--- config.mk ---
export PLATFORM = sky130hd
export DESIGN_NAME = array_loader
export DESIGN_NICKNAME = d
export VERILOG_FILES = /design/src/rtl/array_loader.sv
export SDC_FILE = /design/constraint.sdc
export NUM_CORES = 1
export LEC_CHECK = 0
export CORE_ASPECT_RATIO = 0.7
export CORE_UTILIZATION = 30
export CTS_CLUSTER_DIAMETER = 100
export DETAILED_ROUTE_END_ITERATION = 10
export SETUP_SLACK_MARGIN = 0.15
export SLEW_MARGIN = 20
export SYNTH_ARGS = -nofsm -noshare
export SYNTH_HDL_FRONTEND = slang
export SYNTH_SLANG_ARGS = --single-unit
--- constraint.sdc ---
create_clock -name clk -period 2 [get_ports clk]
set_clock_uncertainty 0.1 [all_clocks]
set_input_delay 0.6 -clock clk [delete_from_list [all_inputs] [get_ports clk]]
set_output_delay 0.6 -clock clk [all_outputs]
set_load 0.01 [all_outputs]
--- src/rtl/array_loader.sv ---
// array_loader
//   Receives a byte stream over a valid/ready handshake and fills a
//   ROWS x COLS byte array in row-major order. Bytes land in a shadow array.
//   When a complete, correctly terminated frame arrives, the shadow array is
//   copied atomically to the visible array. Short frames and over-long frames
//   are discarded, and the visible array is left untouched.
//
// Parameters
//   ROWS, COLS  array geometry (each >= 1)
//   DESC_ORDER  0: stream byte k -> column k mod COLS
//               1: stream byte k -> column COLS-1-(k mod COLS)
//
// Ports
//   clk, reset               rising-edge clock, synchronous active-high reset
//   in_valid/in_data/in_last byte stream input, in_last marks the frame end
//   in_ready                 registered; high while the loader accepts bytes
//   rd_row/rd_col/rd_data    registered read of the visible array (1 cycle);
//                            out-of-range indices read 0x00
//   frame_done / frame_err   one-cycle pulses on frame commit / discard
//   rec_a_out                set once any frame has committed since reset
//   rec_b_out                XOR of all bytes of the last committed frame
//   frame_cnt                (only with ARRAY_LOADER_FRAME_COUNT_EN) count of
//                            committed frames, wrapping at 8 bits
//
// Build option
//   `define ARRAY_LOADER_FRAME_COUNT_EN adds the frame_cnt output and counter.
module array_loader #(
    parameter int ROWS       = 4,
    parameter int COLS       = 4,
    parameter int DESC_ORDER = 0,
    localparam int RW = (ROWS > 1) ? $clog2(ROWS) : 1,
    localparam int CW = (COLS > 1) ? $clog2(COLS) : 1
) (
    input  logic          clk,
    input  logic          reset,
    input  logic          in_valid,
    input  logic [7:0]    in_data,
    input  logic          in_last,
    output logic          in_ready,
    input  logic [RW-1:0] rd_row,
    input  logic [CW-1:0] rd_col,
    output logic [7:0]    rd_data,
    output logic          frame_done,
    output logic          frame_err,
    output logic          rec_a_out,
`ifdef ARRAY_LOADER_FRAME_COUNT_EN
    output logic [7:0]    frame_cnt,
`endif
    output logic [7:0]    rec_b_out
);

    localparam int N  = ROWS * COLS;
    localparam int NW = $clog2(N + 1);

    typedef enum logic [2:0] {S_IDLE, S_LOAD, S_DRAIN, S_COMMIT, S_ERR} state_t;

    state_t        state_q, state_d;
    logic [NW-1:0] cnt_q;
    logic [RW-1:0] row_q;
    logic [CW-1:0] col_q;
    logic [CW-1:0] wr_col;
    logic [7:0]    xor_q;
    logic [7:0]    shadow_q  [ROWS][COLS];
    logic [7:0]    visible_q [ROWS][COLS];
    logic          in_ready_q, frame_done_q, frame_err_q, rec_a_q;
    logic [7:0]    rec_b_q, rd_data_q;
    logic          xfer, wr_en, last_slot, rd_hit;

    assign xfer      = in_valid && in_ready_q;
    // cnt_q is 0 in IDLE, so this also covers the single-element array case.
    assign last_slot = (cnt_q == NW'(N - 1));
    assign wr_col    = (DESC_ORDER != 0) ? (CW'(COLS - 1) - col_q) : col_q;
    assign rd_hit    = (int'(rd_row) < ROWS) && (int'(rd_col) < COLS);

    always_comb begin
        state_d = state_q;
        wr_en   = 1'b0;
        unique case (state_q)
            S_IDLE, S_LOAD: begin
                if (xfer) begin
                    wr_en = 1'b1;
                    if (in_last)        state_d = last_slot ? S_COMMIT : S_ERR;
                    // Array full but no terminator yet: swallow the excess.
                    else if (last_slot) state_d = S_DRAIN;
                    else                state_d = S_LOAD;
                end
            end
            S_DRAIN:  if (xfer && in_last) state_d = S_ERR;
            S_COMMIT: state_d = S_IDLE;
            S_ERR:    state_d = S_IDLE;
            default:  state_d = S_IDLE;
        endcase
    end

    always_ff @(posedge clk) begin
        if (reset) begin
            state_q      <= S_IDLE;
            in_ready_q   <= 1'b0;
            frame_done_q <= 1'b0;
            frame_err_q  <= 1'b0;
            rec_a_q      <= 1'b0;
            rec_b_q      <= 8'h00;
            cnt_q        <= '0;
            row_q        <= '0;
            col_q        <= '0;
            xor_q        <= 8'h00;
        end else begin
            state_q      <= state_d;
            // Registered decode of the upcoming state, so ready never
            // depends combinationally on in_valid.
            in_ready_q   <= (state_d == S_IDLE) || (state_d == S_LOAD) ||
                            (state_d == S_DRAIN);
            frame_done_q <= (state_q == S_COMMIT);
            frame_err_q  <= (state_q == S_ERR);
            if (state_q == S_COMMIT) begin
                rec_a_q <= 1'b1;
                rec_b_q <= xor_q;
            end
            if (state_q == S_COMMIT || state_q == S_ERR) begin
                cnt_q <= '0;
                row_q <= '0;
                col_q <= '0;
            end else if (wr_en) begin
                cnt_q <= cnt_q + 1'b1;
                xor_q <= (state_q == S_IDLE) ? in_data : (xor_q ^ in_data);
                if (col_q == CW'(COLS - 1)) begin
                    col_q <= '0;
                    row_q <= row_q + 1'b1;
                end else begin
                    col_q <= col_q + 1'b1;
                end
            end
        end
    end

    always_ff @(posedge clk) begin
        if (reset) begin
            for (int r = 0; r < ROWS; r++) begin
                for (int c = 0; c < COLS; c++) begin
                    shadow_q[r][c]  <= 8'h00;
                    visible_q[r][c] <= 8'h00;
                end
            end
            rd_data_q <= 8'h00;
        end else begin
            if (wr_en) shadow_q[row_q][wr_col] <= in_data;
            if (state_q == S_COMMIT) visible_q <= shadow_q;
            // Reads the old visible contents on the commit edge.
            rd_data_q <= rd_hit ? visible_q[rd_row][rd_col] : 8'h00;
        end
    end

`ifdef ARRAY_LOADER_FRAME_COUNT_EN
    logic [7:0] frame_cnt_q;

    always_ff @(posedge clk) begin
        if (reset)                    frame_cnt_q <= 8'h00;
        else if (state_q == S_COMMIT) frame_cnt_q <= frame_cnt_q + 8'd1;
    end

    assign frame_cnt = frame_cnt_q;
`endif

    assign in_ready   = in_ready_q;
    assign rd_data    = rd_data_q;
    assign frame_done = frame_done_q;
    assign frame_err  = frame_err_q;
    assign rec_a_out  = rec_a_q;
    assign rec_b_out  = rec_b_q;

endmodule

==> metrics, run 1 <==
Residual DRC 0; Multi-input gate area slightly below 5000 µm²; CP startpoint kind primary input; Routed Antenna Nets 0; DR iter-0 viols 391; Crit Path Class in2reg; Post-Synth Simple-Gate Area about 9%; Die Span X 233 µm; gr usage total between 10 and 15%; Core Rows slightly below 60; CP endpoint kind flip-flop; post-synthesis mux area share between 10% and 20%; Sequential Power Share roughly half; fin. max-slew vios 0; synthesis warning total 0; fin nets roughly 1000; Comb pwr share under 10%; Layout area overhead 21.6%; max cap viols 0; Util after Layout between 30% and 40%; Peak supply drop ~0.0007 V; leak pwr about 0.006 µW; cts bufs inserted 27; critical-path cell list clkdlybuf4s50_1, buf_6, and2b_2, a22oi_1, a22o_1, a221o_1; commonest non-fill, non-tap cell in the layout dfxtp_1; RSZ-0062 raised after global routing yes; Final Worst Setup Slack roughly 150 ps; Post-Syn Area ~11000 µm²; final critical-path required period between 1500 and 2000 ps; syn nets a little under 1000; synthesized netlist cell count 958; Net Sw Frac a little under a quarter; Power Dens Cells around 840 nW/µm²; number of synthesized flops with an enable pin 0; pre-CTS WS -502 ps; routability cong. roughly 0.77; vias in the first global route between 7000 and 8000; Finish-stage setup viols 0; main combinational cell family by area after synthesis multiplexers; CP required roughly 2300 ps; clock sinks roughly 300; Synth Flop Type dfxtp_1; Worst Tran Pin Value 527 ps; Switch Pwr ~2600 µW; port bufs 35; Hold WC Path Type in2reg; Slowest cell on crit path clkdlybuf4s50_1; Internal slightly below 9000 µW; # diodes 0; die area around 38000 µm²; vias per inst 4.94; Sum Neg Setup Slack 0 ps; max incr delay on CP ~470 ps; Buf/Inv on CP 2; die height 164 µm; register area between 5000 and 6000 µm²; arrival time worst endpoint between 2000 and 2500 ps; most frequent cells in the layout dfxtp_1 (289), mux2i_1 (152), nor2_1 (147); Distinct cells, synth roughly 40; first-pass GRT wire length approximately 43000 µm; final hold viol count 0; Clock Path Buffers 3; compound-gate portion of the synthesized area 13.4%; number of I/O pins 36; H-tree Lvls 1; Slew HR between 60% and 70%; XOR/XNOR share of the synthesized area less than 1%; Worst-Skew Late Latency between 500 and 600 ps; status finished clean; clk root buf clkbuf_16; post-cts hold buffer count 0; CTS clk-pin slew, worst paths ~60 ps; Tcrit/Tclk final ~93%; post-synthesis adder-cell area fraction 1.23%; asr flop ratio synth 0%; antenna violations before repair 0; first-pass iteration count of the detailed router 7; TritonCTS clock tree built; layout cell share with drive strength beyond 1 around 18%; Starting Density 30.9%; Seq/Total Area, Yosys ~53%; Syn Area/Cell roughly 12 µm²; largest net degree at the start of global routing 49; Routed WL approximately 27000 µm; CP max FO 5; Core Area ~36000 µm²; CP delay by family, top compound AO/OA/AOI/OAI gates; GRT overflow 0; post-DP HPWL 18200 µm; fill count roughly 3500; Seq cells post-synth about 300; clock network fraction of total power 42.5%; fmax around 0.54 GHz; vias post-DR 7498; wire length per cell between 15 and 20 µm
worst register-to-register path, cell delays in order (launching register included):
cell and delay [ps]:
dfxtp_2 340, ha_1 170, and3_4 190, ha_2 180, inv_2 40, ha_1 160, nor2b_2 150, a31oi_2 190
o32ai_2 100, nor2_1 90
state kept, by name, indices dropped and copies added, names as in the netlist, 3 cells and up:
signal,flops
visible_q,128
xor_q,8
shadow_q,128
cnt_q,5
rec_b_out,8
state_q,3
rd_data,8
cells in the mapped netlist (2+ instances only):
cell	n	share of area, %
a21oi_1	4	0.18
a221o_1	5	0.45
a22o_1	141	11
a22oi_1	13	0.87
and3_1	6	0.33
buf_2	20	0.89
buf_4	5	0.33
buf_6	5	0.50
clkbuf_1	49	1.6
dfxtp_1	296	53
ha_1	11	1.2
inv_1	8	0.27
mux2i_1	153	14
mux4_1	14	3.3
mux4_2	13	2.6
nand2_1	12	0.40
nand3_1	3	0.13
nand3_2	5	0.45
nand3_4	11	1.7
nor2_1	147	4.9
nor2b_1	2	0.11
nor3_1	4	0.18
nor4_1	2	0.11
o21ai_0	8	0.36
o22ai_1	3	0.17
xnor2_1	2	0.16
xor2_1	2	0.16
path summary, 6_finish.rpt:
check	slack, ps	start	cells past startpoint	end
worst max register to register	230	cnt_q[1]	9	in_ready
worst min-delay path	310	reset	2	shadow_q[43]
worst min register to register	350	shadow_q[52]	1	visible_q[52]
worst max-delay path	150	rd_row[1]	6	rd_data[4]
power groups by stage:
stage	registers, µW	logic [µW]	clock network, µW
3_5_place_dp	6090	610	0
4_1_cts	5960	626	5000
6_report	5960	645	4870
5_1_grt	5960	689	5250
3_3_place_gp	6090	605	0
2_1_floorplan	6080	346	0
repair_timing:
item | 4_1_cts | 5_1_grt
gates cloned | 1 | 2
setup buffers | 3 | 3
resized for setup | 51 | 38
hold endpoints to repair | 0 | 0
setup endpoints to repair | 124 | 140
pin swaps | 3 | 7
cell type report:
type	count	share of cell area (%)
Sequential cell	296	43.5
Clock buffer	37	5.60
Timing Repair Buffer	113	9.57
Tap cell	480	4.40
Inverter	8	0.220
Multi-Input combinational cell	574	36.2
Clock inverter	10	0.431
routing by layer:
metal	vias to the layer above	share of wire, %	GRT usage [%]
met1	3745	53	21.9
li1	3628	-	-
met5	-	0	0
met3	26	3.2	2.47
met4	0	1.2	2.29
met2	99	42	20.9
kinds of logic after synthesis:
| group | after synthesis |
|---|---|
| compound gates | 180 |
| xor+xnor | 4 |
| fa+ha+maj | 11 |
| buf+inv | 88 |
| flops | 296 |
| mux | 180 |
| simple gates | 199 |
per-stage QoR:
stage	instance area (µm²)	hold slack [ps]	std cells	power (µW)
after floorplan	11300	340	958	6430
after global placement	12700	347	1462	6700
after detailed placement	12700	351	1462	6700
after CTS	13600	286	1513	11600
after global routing	13600	291	1518	11900
final	13600	310	1518	11500
No activity file was read; power rests on OpenSTA's default activity.
==> run 2, diff against run 1 <==
Settings changed: ABC_AREA set to 1, RECOVER_POWER set to 25.
==> metrics, run 2 <==
critical-path cell list dlygate4sd3_1, clkbuf_1, nor2_1, inv_4, clkbuf_4, o22ai_1; final hold viol count 0 (unchanged); Util after Layout 36.4% (-1.1 points); Residual DRC 0 (unchanged); vias post-DR 9735 (+30%); cts bufs inserted 28 (+3.7%); Seq/Total Area, Yosys 50.3% (-2.5 points); vias per inst 4.73 (-4.3%); CP endpoint kind flip-flop; RSZ-0062 raised after global routing yes; fmax 0.550 GHz (+2.0%); post-DP HPWL 21800 µm (+20%); Worst Tran Pin Value 495 ps (-31.9 ps); clock sinks 296 (unchanged); # diodes 0 (unchanged); Routed WL 32200 µm (+19%); first-pass iteration count of the detailed router 5 (-2); DR iter-0 viols 972 (+150%); die area 40100 µm² (+4.9%); layout cell share with drive strength beyond 1 13.0% (-5.5 points); CP delay by family, top buffers and inverters; fin. max-slew vios 0 (unchanged); Top Registers shadow_q (128), visible_q (128); arrival time worst endpoint 2140 ps (-30 ps); CP required 2330 ps (+20 ps); Peak supply drop 0.000613 V (-15%); Post-Syn Area 11800 µm² (+4.9%); final critical-path required period 1820 ps (-36.6 ps); Worst-Skew Late Latency 560 ps (+20 ps); first-pass GRT wire length 50700 µm (+19%); Distinct cells, synth 32 (-22%); Die Span X 239 µm (+2.4%); antenna violations before repair 1 (+1); Core Rows 60 (+3.4%); Layout area overhead 19.1%; status finished clean; routability cong. 0.801 (+3.4%); syn nets 1480 (+50%); Clock Path Buffers 3 (unchanged); Sequential Power Share 48.6% (-3.3 points); number of I/O pins 36 (unchanged); vias in the first global route 8941 (+24%); asr flop ratio synth 0% (unchanged); max cap viols 0 (unchanged); count leader, synth dfxtp_1; clk root buf clkbuf_16; Internal 9330 µW (+5.1%); Comb pwr share 7.1% (+1.5 points); Tcrit/Tclk final 90.8% (-1.8 points); gr usage total 16.0% (+1.7 points); Core Area 38500 µm² (+5.9%); Starting Density 30.6% (-0.29 points); largest net degree at the start of global routing 43 (-12%); Net Sw Frac 23.9% (+1.2 points); Finish-stage setup viols 0 (unchanged); GRT overflow 0 (unchanged); Switch Pwr 2930 µW (+13%); Crit Path Class in2reg; Seq cells post-synth 296 (unchanged); wire length per cell 15.6 µm (-12%); synthesized netlist cell count 1453 (+52%); CP startpoint kind primary input; CTS clk-pin slew, worst paths 60 ps (about the same); H-tree Lvls 1 (unchanged); Syn Area/Cell 8.10 µm² (-31%); Synth Flop Type dfxtp_1; Hold WC Path Type reg2reg; area share of the largest cell type after synthesis 50.3% (-2.5 points); clock network fraction of total power 44.3% (+1.8 points); port bufs 35 (unchanged); most frequent cells after synthesis dfxtp_1 (296), inv_1 (292), nand2_1 (152); fin nets 1538 (+47%); CP max FO 26 (+21); leak pwr 0.00540 µW (-12%); number of synthesized flops with an enable pin 0 (unchanged); Slew HR 66.9% (+2.0 points); Sum Neg Setup Slack 0 ps (unchanged); Power Dens Cells 874 nW/µm² (+4.0%); most frequent cells in the layout inv_1 (288), dfxtp_1 (288), nand2_1 (151); max incr delay on CP 610 ps (+140 ps); post-synth top area cell dfxtp_1; synth top area cells dfxtp_1 (50%), inv_1 (9.3%), o22ai_1 (7.2%), a21oi_1 (6.0%), nand3_1 (5.1%); Buf/Inv on CP 4 (+2); Slowest cell on crit path dlygate4sd3_1; die height 168 µm (+2.4%); Routed Antenna Nets 0 (unchanged); synthesis warning total 0 (unchanged); TritonCTS clock tree built
[run 2: cell types whose count changed in the layout (fill, tap and decap cells not counted), sizes merged, moves of 139 or more]
cell	delta
inv	+286
nand2	+157
mux2i	-153
a22o	-141
a21oi	+139
[run 2: stage by stage]
step                      hold slack [ps]  power, µW  cells  area, µm²  setup WS, ps
after global placement                337       6950   2004      13100          -315
after floorplan                       329       6550   1453      11800           287
after detailed placement              342       6960   2004      13100          -334
after global routing                  365      12700   2060      14000          70.8
final                                 350      12300   2060      14000           183
after CTS                             351      12300   2056      14000          39.7
[run 2: final timing paths]
kind,start,end,slack [ps],depth (start not counted)
setup / recovery,reset,visible_q[47],180,6
hold / removal,shadow_q[55],shadow_q[55],350,2
setup reg to reg,state_q[0],visible_q[47],240,5
hold reg to reg,shadow_q[55],shadow_q[55],350,2
[run 2: cells by family after synthesis]
kind of cell | share of synthesized area (%)
buffers and inverters | 14.8
xor gates and xnor gates | 0.0744
AOI/OAI and AO/OA | 19.6
DFF | 50.3
and+or+nand+nor | 14.0
adders and majority gates | 1.17
[run 2: cell type report]
type	count	area (µm²)
fillers	3952	24500
flip-flops and latches	296	5940
multi-input cells	764	4140
repair buffers	125	1220
inverters	296	1110
clock buffers	40	847
well taps	527	659
clock inverters	12	97.6
[run 2: per-layer routing]
layer | track usage (%) | vias up | routed length (µm)
li1 | - | 4853 | -
met1 | 25.1 | 4594 | 16700
met2 | 22.8 | 244 | 13000
met3 | 2.37 | 44 | 1910
met4 | 2.90 | 0 | 544
met5 | 0 | - | 0
[run 2: what timing repair did]
item | CTS | global route
setup buffers | 0 | 4
gates resized for setup | 52 | 23
setup endpoints to repair | 21 | 17
gates cloned | 0 | 0
pin swaps | 2 | 7
hold buffers | 0 | 0
[run 2: power groups by stage]
stage / Combinational [µW] / Clock [µW] / Sequential [µW]
2_1_floorplan: 456 / 0 / 6090
3_3_place_gp: 851 / 0 / 6090
3_5_place_dp: 859 / 0 / 6100
4_1_cts: 854 / 5510 / 5960
5_1_grt: 941 / 5790 / 5960
6_report: 865 / 5430 / 5960
[run 2: worst min-delay path: cells and delay by family, from the launching register on]
| kind | cells | cell delay, ps |
|---|---|---|
| flops | 1 | 300 |
| buf+inv | 1 | 60 |
| compound gates | 1 | 50 |
